<file path="src/rtl/ram_arbiter.sv">
// ram_arbiter: round-robin arbiter sharing the ram_full access port between two requesters.
// Optional WAIT watchdog compiled in with RAM_ARB_TIMEOUT_EN (abort after TIMEOUT cycles, err=1).
module ram_arbiter #(
    parameter int ADDR_W  = 17,
    parameter int DATA_W  = 16,
    parameter int TIMEOUT = 15
) (
    input  logic              clk,
    input  logic              rst,
    input  logic              r0_req,
    input  logic              r0_we,
    input  logic [ADDR_W-1:0] r0_addr,
    input  logic [DATA_W-1:0] r0_wdata,
    output logic              r0_ack,
    output logic [DATA_W-1:0] r0_rdata,
    output logic              r0_err,
    input  logic              r1_req,
    input  logic              r1_we,
    input  logic [ADDR_W-1:0] r1_addr,
    input  logic [DATA_W-1:0] r1_wdata,
    output logic              r1_ack,
    output logic [DATA_W-1:0] r1_rdata,
    output logic              r1_err,
    output logic              mem_re,
    output logic              mem_we,
    output logic [ADDR_W-1:0] mem_addr,
    output logic [DATA_W-1:0] mem_data_in,
    input  logic [DATA_W-1:0] mem_data_out,
    input  logic              mem_done,
    output logic              busy,
    output logic              grant_id
);

    typedef enum logic [2:0] {S_IDLE, S_SETUP, S_STROBE, S_WAIT, S_RESP} state_t;

    state_t            r_state;
    state_t            w_next;
    logic              r_last;
    logic              r_grant;
    logic              r_we;
    logic [ADDR_W-1:0] r_addr;
    logic [DATA_W-1:0] r_wdata;
    logic [DATA_W-1:0] r_rdata0;
    logic [DATA_W-1:0] r_rdata1;
    logic              w_take;
    logic              w_pick;
    logic              w_expire;
    logic              w_finish;
    logic [DATA_W-1:0] w_rd_val;

    // On a tie the port that did not win last time is served.
    assign w_take   = r0_req | r1_req;
    assign w_pick   = (r0_req && r1_req) ? ~r_last : r1_req;
    assign w_finish = (r_state == S_WAIT) && (mem_done || w_expire);
    assign w_rd_val = mem_done ? mem_data_out : '0;

    always_ff @(posedge clk or posedge rst) begin
        if (rst) r_state <= S_IDLE;
        else     r_state <= w_next;
    end

    always_comb begin
        w_next = r_state;
        case (r_state)
            S_IDLE:   if (w_take) w_next = S_SETUP;
            S_SETUP:  w_next = S_STROBE;
            S_STROBE: w_next = S_WAIT;
            S_WAIT:   if (mem_done || w_expire) w_next = S_RESP;
            S_RESP:   w_next = S_IDLE;
            default:  w_next = S_IDLE;
        endcase
    end

    always_ff @(posedge clk or posedge rst) begin
        if (rst) begin
            r_last   <= 1'b1;
            r_grant  <= 1'b0;
            r_we     <= 1'b0;
            r_addr   <= '0;
            r_wdata  <= '0;
            r_rdata0 <= '0;
            r_rdata1 <= '0;
        end else begin
            if (r_state == S_IDLE && w_take) begin
                r_grant <= w_pick;
                r_last  <= w_pick;
                r_we    <= w_pick ? r1_we    : r0_we;
                r_addr  <= w_pick ? r1_addr  : r0_addr;
                r_wdata <= w_pick ? r1_wdata : r0_wdata;
            end
            // Writes leave the requester's read data untouched.
            if (w_finish && !r_we) begin
                if (r_grant) r_rdata1 <= w_rd_val;
                else         r_rdata0 <= w_rd_val;
            end
        end
    end

`ifdef RAM_ARB_TIMEOUT_EN
    logic [7:0] r_cnt;
    logic       r_err;

    always_ff @(posedge clk or posedge rst) begin
        if (rst) begin
            r_cnt <= '0;
            r_err <= 1'b0;
        end else begin
            if (r_state == S_STROBE)    r_cnt <= '0;
            else if (r_state == S_WAIT) r_cnt <= r_cnt + 8'd1;
            // A done arriving on the expiry cycle still counts as success.
            if (w_finish) r_err <= ~mem_done;
        end
    end

    assign w_expire = (r_state == S_WAIT) && (r_cnt == 8'(TIMEOUT - 1));
    assign r0_err   = r0_ack && r_err;
    assign r1_err   = r1_ack && r_err;
`else
    assign w_expire = 1'b0;
    assign r0_err   = 1'b0;
    assign r1_err   = 1'b0;
`endif

    assign mem_re      = (r_state == S_STROBE) && !r_we;
    assign mem_we      = (r_state == S_STROBE) &&  r_we;
    assign mem_addr    = r_addr;
    assign mem_data_in = r_wdata;
    assign busy        = (r_state != S_IDLE);
    assign grant_id    = r_grant;
    assign r0_ack      = (r_state == S_RESP) && !r_grant;
    assign r1_ack      = (r_state == S_RESP) &&  r_grant;
    assign r0_rdata    = r_rdata0;
    assign r1_rdata    = r_rdata1;

endmodule

</file>
<file path="config.mk">
export PLATFORM = sky130hd
export DESIGN_NAME = ram_arbiter
export DESIGN_NICKNAME = d
export VERILOG_FILES = /design/src/rtl/ram_arbiter.sv
export SDC_FILE = /design/constraint.sdc
export NUM_CORES = 1
export LEC_CHECK = 0
export ABC_AREA = 0
export ABC_CLOCK_PERIOD_IN_PS = 1600
export BUFFER_PORTS_ARGS = -buffer_cell sky130_fd_sc_hd__buf_2
export CAP_MARGIN = 20
export CORE_MARGIN = 10
export CORE_UTILIZATION = 41
export CTS_CLUSTER_DIAMETER = 100
export DETAILED_ROUTE_END_ITERATION = 12
export PLACE_DENSITY = 0.76
export SLEW_MARGIN = 30
export SYNTH_ARGS = -nofsm -noshare
export SYNTH_HDL_FRONTEND = slang
export SYNTH_SLANG_ARGS = --single-unit
</file>
<file path="constraint.sdc">
create_clock -name clk -period 1.6 [get_ports clk]
set_input_delay 0 -clock clk [delete_from_list [all_inputs] [get_ports clk]]
set_output_delay 0 -clock clk [all_outputs]
set_load 0.005 [all_outputs]
</file>
==> results by group <==
Floorplan
  • Starting utilization of the core area: 42.0%
  • Total core area: 7690 sq um
  • Floorplan row count: 32
  • Top-level I/O count: 162
  • Die Span Y: 109 microns
  • Die footprint: 11,800 sq um
  • Overall die width: 109 microns

Synth
  • Yosys cell types: 34
  • Netlist Area Pre-Place: 3230 sq um
  • Number of standard cells after synthesis: 242
  • Number of warnings issued by yosys: 0
  • Flops & latches, synth: 71
  • Average cell area after synthesis: 13.3 sq um
  • Share of synthesized area occupied by flip-flops and latches: 55.1%

Timing
  • Final max-slew violation count: 0
  • Final hold vios: 0
  • Worst clock skew: 0.00757 ns
  • Peak Freq: 653 MHz
  • Shortest clock period the worst path allows after layout: 1.53 ns
  • Fraction of the cycle the final worst path needs: 95.7%
  • Final setup vio count: 0

Global route
  • Number of antenna violations at the first check in global routing: 0
  • Wire length of the first global-routing pass: 17,400 microns
  • Overflow after GRT: 0
  • Total global-route track usage: 18.7%
  • Busiest metal layer after global routing: met2
  • Grt met2 use: 29.0%
  • Vias in the first global route: 3,268
  • Met3 routing resource usage after global routing: 8.61%
  • Largest net degree at the start of global routing: 72
  • GR Layer Usage met1: 21.8%

Clocking
  • Number of CTS-inserted buffers: 9
  • CTS tree: done
  • CTS HTree Levels: 3
  • Clock Pin Slew Worst Setup and Hold Paths: 0.08 ns
  • Sinks on the clock net: 71
  • Clock root buffer master: sky130_fd_sc_hd__clkbuf_8
  • Setup fix buffers added after clock tree synthesis: 0
  • Max Buffers Root-to-Sink: 2
  • Clk Latency, worst-skew pair: 0.33 ns

Power and ir drop
  • Power Density: 1550 nW/um^2
  • Total chip power: 7.84 mW
  • Leakage component of the power: 2.47 nW
  • Maximum vdd drop: 0.758 mV

Routing
  • First-iteration detailed-routing DRC count: 144
  • Number of vias after detailed routing: 3,034
  • DRT Wirelength: 11,200 microns
  • Antenna violation net count after detailed routing: 0
  • Number of detailed-routing iterations run before antenna repair: 4
  • Drt via density: 5.32
  • Post-route DRC: 0
  • Wire length per cell after detailed routing: 19.7 microns

Worst setup path
  • Arrival time at the worst endpoint: 1.75 ns
  • Critical Path, Cell by Cell: nand4b_4 > or3_4 > buf_12 > mux2_4
  • Slowest stage cell, crit path: sky130_fd_sc_hd__dfrtp_1
  • Kind of critical path: reg -> reg
  • Endpoint class of the critical path: flop
  • Maximum net fanout on the critical path: 11
  • Critical Path Source Type: flop
  • CP max stage delay: 0.39 ns
  • Required time at the worst-slack endpoint: 1.81 ns

Finish
  • Fill cell instance count of the final layout: 618
  • Final standard cell count with taps included and fillers excluded: 570
  • Layout overhead on the synthesized area: 56.5%
  • Fraction of layout instances using a drive strength above 1: 52.3%
  • Number of nets in the layout: 550

Placed design
  • Cell count after placement: 495
  • Buffers on Ports: 159
  • Post-detailed-placement half-perimeter wirelength: 7220 microns
  • Global placer's final weighted congestion: 0.773

Run
  • Reported max-cap violation count: 0

Worst hold path
  • Tightest Hold Check Type: in -> reg

Outcome
  • Outcome: finished, final reports clean
[state kept, by name, summed over array words and instances, names as in the netlist]
| signal | flops |
|---|---|
| r1_rdata | 16 |
| mem_data_in | 16 |
| r_last | 1 |
| mem_addr | 17 |
| r_we | 1 |
| grant_id | 1 |
| r0_rdata | 16 |
| r_state | 3 |
[worst max-delay path: cells and delay by family, from the launching register on]
| family | cells | cell delay [ns] |
|---|---|---|
| AND/OR/NAND/NOR | 2 | 0.57 |
| flip-flops | 1 | 0.39 |
| buffers and inverters | 1 | 0.16 |
| multiplexers | 1 | 0.29 |
[area by class of cell]
cell class / count / area, sq um / share of cell area [%]
Tap cell: 102 / 128 / 2.53
Inverter: 5 / 22.5 / 0.446
Antenna cell: 3 / 7.51 / 0.149
Timing Repair Buffer: 232 / 1570 / 31.0
Multi-Input combinational cell: 142 / 1350 / 26.8
Clock inverter: 5 / 57.6 / 1.14
Sequential cell: 71 / 1780 / 35.2
Clock buffer: 10 / 138 / 2.72
[Yosys cell counts (all sizes together)]
library cell	number	area share (%)
nor4b	1	0.27
and4bb	1	0.39
mux2	32	12
buf	10	2.9
o211ai	1	0.23
and3	2	0.43
clkbuf	15	1.7
nor2b	1	0.19
or3	1	0.19
dfstp	1	0.81
a21bo	1	0.31
clkinv	1	0.12
nor3	3	0.81
a21oi	1	0.15
nand4b	1	0.47
and2	16	3.4
dfrtp	70	54
o32ai	34	9.2
nor3b	1	0.39
nor2	5	0.66
inv	4	0.47
a31oi	1	0.19
a2bb2oi	35	9.5
nand2	3	0.35
conb	1	0.12
[per-stage QoR]
| stage | cell area (sq um) | util [%] | hold slack (ns) | TNS (ns) | setup WS (ns) |
|---|---|---|---|---|---|
| after floorplan | 3290 | - | 0.0629 | -1.08 | -0.0808 |
| after global placement | 4240 | 55.2 | 0.127 | 0 | 0.0855 |
| after detailed placement | 4240 | 55.2 | 0.134 | 0 | 0.0298 |
| after CTS | 5000 | 65.0 | 0.000872 | 0 | 0.0139 |
| after global routing | 5040 | 65.6 | 0.0158 | -0.000357 | -0.000357 |
| final | 5050 | 65.7 | 0.00505 | 0 | 0.0683 |
[power breakdown]
part | internal, mW | switching, mW
registers | 2.60 | 0.492
logic | 1.90 | 1.42
clock network | 0.757 | 0.666
[cells by family after synthesis]
group           synth area share (%)
compound gates                  19.6
buf+inv                         5.27
flops                           55.1
mux                             12.3
other cells                    0.116
simple gates                    7.56
[layout by cell type (no fill, tap or decap), types with 3 or more instances in the layout]
cell type	n
sky130_fd_sc_hd__a2bb2oi_1	35
sky130_fd_sc_hd__and2_1	8
sky130_fd_sc_hd__and2_2	8
sky130_fd_sc_hd__buf_12	5
sky130_fd_sc_hd__buf_2	159
sky130_fd_sc_hd__buf_4	10
sky130_fd_sc_hd__clkbuf_8	10
sky130_fd_sc_hd__dfrtp_1	70
sky130_fd_sc_hd__diode_2	3
sky130_fd_sc_hd__dlygate4sd3_1	56
sky130_fd_sc_hd__mux2_2	12
sky130_fd_sc_hd__mux2_4	20
sky130_fd_sc_hd__nand2_1	3
sky130_fd_sc_hd__nor2_1	4
sky130_fd_sc_hd__o32ai_1	34
[per-layer routing]
metal	vias up	wire length [microns]
met3	23	1490
met1	1467	4250
met5	-	0
li1	1368	-
met2	176	5240
met4	0	216
[timing repair]
item | CTS | global route
hold endpoints to repair | 105 | 0
setup endpoints to repair | 0 | 35
hold buffers | 56 | 0
gates resized for setup | 0 | 4
[path summary, 6_finish.rpt]
check | from | end | slack, ns | cells past startpoint
max in group asynchronous | rst | r_last | 0.96 | 4
min | r0_addr[6] | mem_addr[6] | 0.005 | 3
min in group asynchronous | rst | mem_data_in[15] | 0.32 | 4
max reg2reg | r_state[2] | r0_rdata[2] | 0.07 | 4
min reg2reg | r0_rdata[15] | r0_rdata[15] | 0.51 | 1
max | r_state[2] | r0_rdata[2] | 0.07 | 4
(Power assumes the default switching activity.)
